`config.mk`:
```
export PLATFORM = sky130hd
export DESIGN_NAME = fixed_point_addsub_sat_pipe
export DESIGN_NICKNAME = d
export VERILOG_FILES = /design/src/rtl/fixed_point_pkg.sv /design/src/rtl/fixed_point_sat_lane.sv /design/src/rtl/fixed_point_addsub_sat_pipe.sv
export SDC_FILE = /design/constraint.sdc
export NUM_CORES = 1
export LEC_CHECK = 0
export ABC_AREA = 1
export ABC_CLOCK_PERIOD_IN_PS = 2920
export CAP_MARGIN = 20
export CORE_MARGIN = 5
export CORE_UTILIZATION = 29
export DETAILED_ROUTE_END_ITERATION = 7
export DONT_BUFFER_PORTS = 1
export SYNTH_ARGS = -nofsm -noshare
export SYNTH_HDL_FRONTEND = slang
export SYNTH_SLANG_ARGS = --single-unit
export TNS_END_PERCENT = 5
```
`constraint.sdc`:
```
create_clock -name clk -period 2.92 [get_ports clk]
set_clock_uncertainty 0.1 [all_clocks]
set_input_delay 0 -clock clk [delete_from_list [all_inputs] [get_ports clk]]
set_output_delay 0 -clock clk [all_outputs]
set_load 0.01 [all_outputs]
```
`src/rtl/fixed_point_pkg.sv`:
```
// Shared definitions for the fixed-point add/subtract saturating pipeline.
//   sat_max / sat_min : two's-complement clamp limits for a W-bit sample,
//                       returned in a 64-bit container (slice to width).
//   OVF_POS / OVF_NEG : top-two-bit codes of the W+1 bit extended result
//                       that indicate positive / negative overflow.
//   lane_lo           : LSB index of a lane inside a packed lane vector.
package fixed_point_pkg;

    localparam logic [1:0] OVF_POS = 2'b01;
    localparam logic [1:0] OVF_NEG = 2'b10;

    function automatic logic [63:0] sat_max(input int unsigned w);
        return (64'd1 << (w - 1)) - 64'd1;
    endfunction

    // Bitwise complement of 2^(w-1)-1 is -2^(w-1), sign-extended to 64 bits.
    function automatic logic [63:0] sat_min(input int unsigned w);
        return ~sat_max(w);
    endfunction

    function automatic int unsigned lane_lo(input int unsigned lane, input int unsigned w);
        return lane * w;
    endfunction

endpackage

```
`src/rtl/fixed_point_sat_lane.sv`:
```
// Combinational per-lane helpers for the add/subtract saturating pipeline.
//   i_a, i_b, i_sub -> o_ext : stage-1 extend, (W+1)-bit exact a+b or a-b.
//   i_ext -> o_res, o_sat    : stage-2 clamp of a registered extended value.
module fixed_point_sat_lane
    import fixed_point_pkg::*;
#(
    parameter int unsigned WIDTH = 16
) (
    input  logic [WIDTH-1:0] i_a,
    input  logic [WIDTH-1:0] i_b,
    input  logic             i_sub,
    output logic [WIDTH:0]   o_ext,
    input  logic [WIDTH:0]   i_ext,
    output logic [WIDTH-1:0] o_res,
    output logic             o_sat
);

    localparam logic [63:0]      MAX64   = sat_max(WIDTH);
    localparam logic [63:0]      MIN64   = sat_min(WIDTH);
    localparam logic [WIDTH-1:0] SAT_MAX = MAX64[WIDTH-1:0];
    localparam logic [WIDTH-1:0] SAT_MIN = MIN64[WIDTH-1:0];

    logic [WIDTH:0] w_a_x;
    logic [WIDTH:0] w_b_x;

    assign w_a_x = {i_a[WIDTH-1], i_a};
    assign w_b_x = {i_b[WIDTH-1], i_b};

    // One guard bit is enough: the exact sum/difference of two W-bit values
    // always fits in W+1 bits, including a - (-2^(W-1)).
    always_comb begin
        o_ext = i_sub ? (w_a_x - w_b_x) : (w_a_x + w_b_x);
    end

    always_comb begin
        o_res = i_ext[WIDTH-1:0];
        o_sat = 1'b0;
        case (i_ext[WIDTH:WIDTH-1])
            OVF_POS: begin
                o_res = SAT_MAX;
                o_sat = 1'b1;
            end
            OVF_NEG: begin
                o_res = SAT_MIN;
                o_sat = 1'b1;
            end
            default: ;
        endcase
    end

endmodule

```
`src/rtl/fixed_point_addsub_sat_pipe.sv`:
```
// Multi-lane two-stage saturating adder/subtractor with valid/ready flow.
//   clk, reset_n        : rising-edge clock, async active-low reset.
//   in_valid/in_ready   : input handshake; sub, a, b captured on transfer.
//   out_valid/out_ready : output handshake; sum, sat held while stalled.
//   sat_count, sat_clr  : saturating count of output transfers with any
//                         sat bit; sat_clr (sync) wins over an increment.
module fixed_point_addsub_sat_pipe
    import fixed_point_pkg::*;
#(
    parameter int unsigned WIDTH     = 16,
    parameter int unsigned LANES     = 4,
    parameter int unsigned SAT_CNT_W = 16
) (
    input  logic                   clk,
    input  logic                   reset_n,
    input  logic                   in_valid,
    output logic                   in_ready,
    input  logic                   sub,
    input  logic [LANES*WIDTH-1:0] a,
    input  logic [LANES*WIDTH-1:0] b,
    output logic                   out_valid,
    input  logic                   out_ready,
    output logic [LANES*WIDTH-1:0] sum,
    output logic [LANES-1:0]       sat,
    output logic [SAT_CNT_W-1:0]   sat_count,
    input  logic                   sat_clr
);

    localparam int unsigned EW = WIDTH + 1;

    logic                   r_s1_valid;
    logic [LANES*EW-1:0]    r_s1_e;
    logic                   r_s2_valid;
    logic [LANES*WIDTH-1:0] r_sum;
    logic [LANES-1:0]       r_sat;
    logic [SAT_CNT_W-1:0]   r_sat_count;

    logic [LANES*EW-1:0]    w_ext;
    logic [LANES*WIDTH-1:0] w_res;
    logic [LANES-1:0]       w_sat;
    logic                   w_adv1;
    logic                   w_adv2;
    logic                   w_out_fire;

    genvar g;
    generate
        for (g = 0; g < LANES; g++) begin : g_lane
            fixed_point_sat_lane #(.WIDTH(WIDTH)) u_lane (
                .i_a   (a[lane_lo(g, WIDTH) +: WIDTH]),
                .i_b   (b[lane_lo(g, WIDTH) +: WIDTH]),
                .i_sub (sub),
                .o_ext (w_ext[lane_lo(g, EW) +: EW]),
                .i_ext (r_s1_e[lane_lo(g, EW) +: EW]),
                .o_res (w_res[lane_lo(g, WIDTH) +: WIDTH]),
                .o_sat (w_sat[g])
            );
        end
    endgenerate

    assign w_adv2     = !r_s2_valid || out_ready;
    assign w_adv1     = !r_s1_valid || w_adv2;
    assign w_out_fire = r_s2_valid && out_ready;

    // Stage-1 data needs no reset: it is qualified by r_s1_valid.
    always_ff @(posedge clk) begin
        if (w_adv1) begin
            r_s1_e <= w_ext;
        end
    end

    always_ff @(posedge clk or negedge reset_n) begin
        if (!reset_n) begin
            r_s1_valid <= 1'b0;
            r_s2_valid <= 1'b0;
            r_sum      <= '0;
            r_sat      <= '0;
        end else begin
            if (w_adv1) begin
                r_s1_valid <= in_valid;
            end
            if (w_adv2) begin
                r_s2_valid <= r_s1_valid;
                r_sum      <= w_res;
                r_sat      <= w_sat;
            end
        end
    end

    always_ff @(posedge clk or negedge reset_n) begin
        if (!reset_n) begin
            r_sat_count <= '0;
        end else if (sat_clr) begin
            r_sat_count <= '0;
        end else if (w_out_fire && (|r_sat) && (r_sat_count != '1)) begin
            r_sat_count <= r_sat_count + SAT_CNT_W'(1);
        end
    end

    assign in_ready  = w_adv1;
    assign out_valid = r_s2_valid;
    assign sum       = r_sum;
    assign sat       = r_sat;
    assign sat_count = r_sat_count;

endmodule

```
==> results of run 1 <==
[cells in the mapped netlist]
library cell | n | area share
nor3_1 | 17 | 0.0072
buf_4 | 1 | 0.00064
buf_8 | 1 | 0.0013
o21ai_2 | 2 | 0.0015
and2_1 | 7 | 0.0037
a21oi_1 | 120 | 0.051
edfxtp_1 | 68 | 0.17
nor2_8 | 1 | 0.0017
o21bai_1 | 12 | 0.0077
nor2_1 | 203 | 0.065
o31ai_1 | 1 | 0.00064
clkbuf_1 | 14 | 0.0045
nor2_4 | 2 | 0.0019
buf_2 | 14 | 0.0060
nand3b_1 | 4 | 0.0026
o21ai_0 | 64 | 0.027
nand3_1 | 109 | 0.046
nor2_2 | 2 | 0.0011
or2_2 | 2 | 0.0011
ha_1 | 77 | 0.082
dfrtp_1 | 86 | 0.18
nand4_1 | 23 | 0.012
xor2_1 | 66 | 0.049
inv_1 | 231 | 0.074
nand2_2 | 2 | 0.0011
nand2_1 | 553 | 0.18
and3_1 | 3 | 0.0016
fa_1 | 4 | 0.0068
xnor2_1 | 12 | 0.0089
[state kept, by name, indices dropped and copies added, names as in the netlist]
signal / cells
sum: 64
r_s1_e: 68
sat: 4
sat_count: 16
r_s1_valid: 1
out_valid: 1
[per-layer routing]
metal  up-vias  track usage  share of wire
li1       5607            -              -
met1      5038        0.199           0.45
met2       261        0.262           0.47
met3        34       0.0456          0.069
met4         0       0.0380          0.014
met5         -            0              0
[final cells by class]
type | count | area [µm²]
timing repair buffer | 96 | 968
clock inverter | 15 | 130
sequential | 154 | 4190
multi-input combinational | 1286 | 6560
tap | 525 | 657
inverter | 231 | 867
fill | 4228 | 26100
clock buffer | 17 | 425
antenna | 1 | 2.50
[worst reg2reg max path, stage by stage, from the launching register on]
cell	delay, ns
dfrtp_1	0.45
ha_1	0.29
nand2_2	0.10
nor2_2	0.06
nand2_2	0.10
nor2_4	0.06
o21ai_0	0.62
o21ai_0	0.18
[kinds of logic after synthesis]
group,after synthesis,share of synthesized area
simple gates,928,0.322
buf+inv,261,0.0861
compound gates,199,0.0881
flops,154,0.357
fa+ha+maj,81,0.0888
xor+xnor,78,0.0581
[power breakdown]
part	total, W	leakage, nW	switching [W]	internal, W
logic	0.00241	4.78	0.00151	0.000899
registers	0.00362	1.75	0.000655	0.00296
clock network	0.00215	0.271	0.00103	0.00112
total	0.00818	6.80	0.00319	0.00498
[cell usage in the layout (no fill, tap or decap), types with 23 or more instances in the layout]
cell type	count
nand4_1	23
o21ai_0	64
a21oi_1	120
nand2_1	552
nor2_1	202
inv_1	230
dfrtp_1	86
xor2_1	66
dlygate4sd3_1	81
ha_1	77
edfxtp_1	68
nand3_1	109
[path summary, 6_finish.rpt]
| path | startpoint | endpoint | slack (ns) |
|---|---|---|---|
| max in group asynchronous | reset_n | sum[58] | 2.24 |
| hold reg to reg | r_s1_e[30] | sum[29] | 0.41 |
| min in group asynchronous | reset_n | sat_count[3] | 0.08 |
| hold / removal | sub | r_s1_e[1] | 0.03 |
| setup reg to reg | sat_count[0] | sat_count[10] | 0.80 |
| setup / recovery | b[49] | r_s1_e[65] | 0.74 |
[stage by stage]
step / hold WS (ns) / utilization / cells / cell area (µm²)
4_1_cts: 0.000216 / 0.346 / 2324 / 13800
6_report: 0.0316 / 0.346 / 2325 / 13800
2_1_floorplan: -0.396 / - / 1701 / 11800
3_5_place_dp: -0.392 / 0.311 / 2210 / 12400
3_3_place_gp: -0.391 / 0.311 / 2210 / 12400
5_1_grt: 0.0333 / 0.346 / 2325 / 13800
[timing repair]
action | in CTS | in global routing
setup endpoints to repair | 0 | 0
endpoints found under the hold margin | 173 | 0
hold buffers | 82 | 0
==> qor.yml, run 1 <==
synth_nets: 1916
crit_path_end_kind: "flop"
p_per_area_mw_per_mm2: 593
vias: 10940
critPathLaunchType: "input port"
cts.repair.resized: 0
place_ws_ns: 0.283
hold_path_depth: 3
criticalPathCategory: "input port to flop"
syn_area_mm2: 0.0118
io_pins: 220
reg2reg_depth: 7
synthDistinctLibCells: 29
cts_root_buf: "clkbuf_16"
syn_inst: 1701
grt_max_degree: 87
io_buffer_count: 0
final_hold_viol_count: 0
rsz0062_at_grt: "false"
status: "complete, no violations"
fmax_ghz: 0.459
antenna_found_initial: 1
drt_first_pass_iters: 6
clock_latency_ns: 0.44
layout-drive-gt1-share: 0.0334
die_h_um: 211
drc: 0
power.leakage_nw: 6.80
crit_top_cell: "nand2_1"
worstPathRequired_ns: 3.02
p_total_w: 0.00818
path_max_fanout: 6
dieWidth_um: 211
maxSlewHeadroom: 0.467
finalNetCount: 2001
grt_pass1_wl_mm: 56.3
synth_seq_area_share: 0.357
drtIter0Drc: 577
avgRoutedWirePerCell_um: 15.1
h-tree-depth: 4
track_usage: 0.156
core_area_mm2: 0.0399
worstMarginPinSlew_ns: 0.792
routed_wl_mm: 35.0
ir_worst_vdd_mv: 0.319
avgSynthCellArea_um2: 6.91
slew_violations: 0
place_hpwl_mm: 27.7
cp.arrival_ns: 2.27
fin_setup_tns_ns: 0
cp_slowest_cell: "o21ai_0"
antenna_left: 0
cap_violations: 0
ys_ff_latch: 154
rows: 73
worst_slack_ns: 0.743
crit_chain: "inv_1, nand3_1, o21ai_0, nand2_1, nor2_1, xor2_1, ha_1, nand2_1, inv_1, nand3_1, nor3_1, nand2_1, nand3_1, nand2_1"
setup_viol: 0
dieArea_mm2: 0.0447
clockBufferDepth: 2
fin_crit_ns: 2.18
cts_sinks: 154
fin_crit_sh: 0.746
initial_utilization: 0.294
cp.buffers_inverters: 2
numCtsBuffers: 17
cts_tree: "built"
gp_congestion: 0.925
cp_slowest_stage_delay_ns: 0.45
post_cts_buffers: 0
yosysWarnings: 0
hp-class: "input port to flop"
area_growth_pct: 17.4
cts.clk_slew.worst_paths_ns: 0.07
grt_overflow_total: 0
vias_per_cell: 4.71
grt_pass1_vias: 10834
crit_cells: 14
path_delay_family: "simple AND/OR/NAND/NOR gates"
No activity file was read; power rests on OpenSTA's default activity.
==> run 2, diff against run 1 <==
Settings changed: ABC_CLOCK_PERIOD_IN_PS 2920 to 2000.
Clock period 2.92 ns to 2 ns, I/O delays scaled along.
==> qor.yml, run 2 (synthesis results as in run 1) <==
maxSlewHeadroom: 0.569  # +0.102
placed_area_mm2: 0.0140  # +13%
finalNetCount: 2191  # +9.5%
dieArea_mm2: 0.0447  # unchanged
fin_crit_sh: 0.940
p_int_w: 0.00788  # +58%
criticalPathCategory: "input port to flop"
ir_worst_vdd_mv: 0.460  # +44%
fin_crit_ns: 1.88
pwr-share-comb: 0.335  # +0.040
worstMarginPinSlew_ns: 0.640  # -0.151 ns
multiInputGateArea_mm2: 0.00676  # +3.1%
avgRoutedWirePerCell_um: 14.2  # -5.9%
final_hold_viol_count: 86  # +86
crit_path_end_kind: "flop"
gp_congestion: 0.912  # -1.5%
register_area_mm2: 0.00420  # about the same
cts_sinks: 154  # unchanged
p_switching_w: 0.00477  # +49%
hp-class: "input port to asynchronous set/reset pin"
io_buffer_count: 0  # unchanged
drtIter0Drc: 569  # -1.4%
final_cell_mix: "545 x nand2_1, 229 x inv_1, 217 x buf_4"
drc: 0  # unchanged
h-tree-depth: 4  # unchanged
drt_first_pass_iters: 5  # -1
vias_per_cell: 4.62  # -1.8%
largest_register: "r_s1_e"
clockBufferDepth: 2  # unchanged
post_cts_buffers: 0  # unchanged
p_seq_frac: 0.415  # -0.027
grt_pass1_wl_mm: 57.2  # +1.7%
initial_utilization: 0.294  # unchanged
cap_violations: 0  # unchanged
final_common_cell: "nand2_1"
grt_pass1_vias: 11576  # +6.8%
critPathLaunchType: "input port"
violations: "hold timing"
cts_tree: "built"
worstPathRequired_ns: 2.09  # -0.93 ns
p_per_area_mw_per_mm2: 821  # +39%
place_hpwl_mm: 29.0  # +4.8%
antenna_left: 0  # unchanged
fmax_ghz: 0.532
clkPwrFrac: 0.249  # -0.014
area_growth_pct: 31.1
place_inst: 2417  # +9.4%
status: "complete, but fails checks"
path_max_fanout: 4  # -2
grt_max_degree: 87  # unchanged
cp.arrival_ns: 1.97  # -0.30 ns
routed_wl_mm: 35.7  # +1.9%
numCtsBuffers: 17  # unchanged
fin_setup_tns_ns: 0  # unchanged
cts_root_buf: "clkbuf_16"
setup_viol: 0  # unchanged
clock_latency_ns: 0.44  # about the same
largest_register_ffs: 68  # unchanged
p_total_w: 0.0127  # +55%
rsz0062_at_grt: "true"
die_h_um: 211  # unchanged
power.leakage_nw: 7.75  # +14%
antenna_found_initial: 3  # +2
timing.hold.ws_ns: -0.849  # -0.880 ns
grt_overflow_total: 0  # unchanged
stdcell_count: 2516  # +8.2%
cts.clk_slew.worst_paths_ns: 0.07  # about the same
power_switching_share: 0.377  # -0.0131
track_usage: 0.157  # +0.00138
fillerInstances: 4094  # -3.2%
rows: 73  # unchanged
vias: 11623  # +6.2%
slew_violations: 0  # unchanged
dieWidth_um: 211  # unchanged
io_pins: 220  # unchanged
fin_area_mm2: 0.0154  # +12%
core_area_mm2: 0.0399  # unchanged
layout-drive-gt1-share: 0.153  # +0.119
[run 2: cell count changes in the layout (fill, tap and decap cells not counted), moves of 9 or more]
cell	before	now
o21ai_0	64	55
a21oi_2	0	10
buf_4	12	217
a21oi_1	120	110
o21ai_1	0	9
dlygate4sd3_1	81	65
[run 2: per-stage QoR]
step	setup slack (ns)	utilization
5_1_grt	-0.0970	0.386
3_5_place_dp	-0.513	0.350
4_1_cts	0.0204	0.380
3_3_place_gp	-0.486	0.350
6_report	0.120	0.386
2_1_floorplan	-0.227	-
[run 2: layout make-up]
type                    instances  share of cell area
diodes                          2            0.000325
clock buffers                  18              0.0285
clock inverters                14             0.00804
inverters                     231              0.0563
multi-input cells            1286               0.439
flip-flops and latches        154               0.272
well taps                     525              0.0426
repair buffers                286               0.153
[run 2: worst paths after layout]
| path | end | startpoint | slack, ns | cells past startpoint |
|---|---|---|---|---|
| hold / removal | sat[1] | reset_n | -0.85 | 0 |
| hold reg to reg | sum[44] | r_s1_e[46] | 0.41 | 2 |
| min in group clk | r_s1_e[50] | b[47] | 0.02 | 5 |
| setup reg to reg | r_s1_valid | out_valid | 0.24 | 6 |
| setup / recovery | r_s1_e[64] | b[48] | 0.12 | 17 |
| max in group asynchronous | sum[54] | reset_n | 2.53 | 0 |
[run 2: metal layers]
| layer | GRT usage | wire length (µm) | up-vias |
|---|---|---|---|
| li1 | - | - | 5984 |
| met1 | 0.190 | 15300 | 5281 |
| met2 | 0.264 | 16700 | 294 |
| met3 | 0.0508 | 2800 | 62 |
| met4 | 0.0560 | 941 | 2 |
| met5 | 0 | 7 | - |
[run 2: critical path: stages]
cell and delay (ns):
inv_1 0.03, ha_1 0.20, nand2_1 0.14, nor2_1 0.07, nand2_1 0.11, nand2_2 0.09, o21ai_1 0.10, xor2_1 0.16
inv_1 0.08, ha_4 0.28, nand2_1 0.05, inv_1 0.08, nand3_1 0.11, nor3_1 0.19, nand2_1 0.11, nand3_1 0.08
nand2_1 0.07
[run 2: repair_timing]
action | 4_1_cts | 5_1_grt
hold endpoints to repair | 172 | 91
hold buffers | 62 | 5
pin swaps | 0 | 10
setup endpoints to repair | 3 | 29
gates resized for setup | 3 | 46
[run 2: power by group through the flow]
| stage | logic [W] | clock network, W | registers (W) |
|---|---|---|---|
| floorplan | 0.00259 | 0 | 0.00500 |
| finish | 0.00424 | 0.00315 | 0.00526 |
| global route | 0.00486 | 0.00340 | 0.00539 |
| CTS | 0.00419 | 0.00327 | 0.00530 |
| global placement | 0.00397 | 0 | 0.00534 |
| detailed placement | 0.00404 | 0 | 0.00536 |
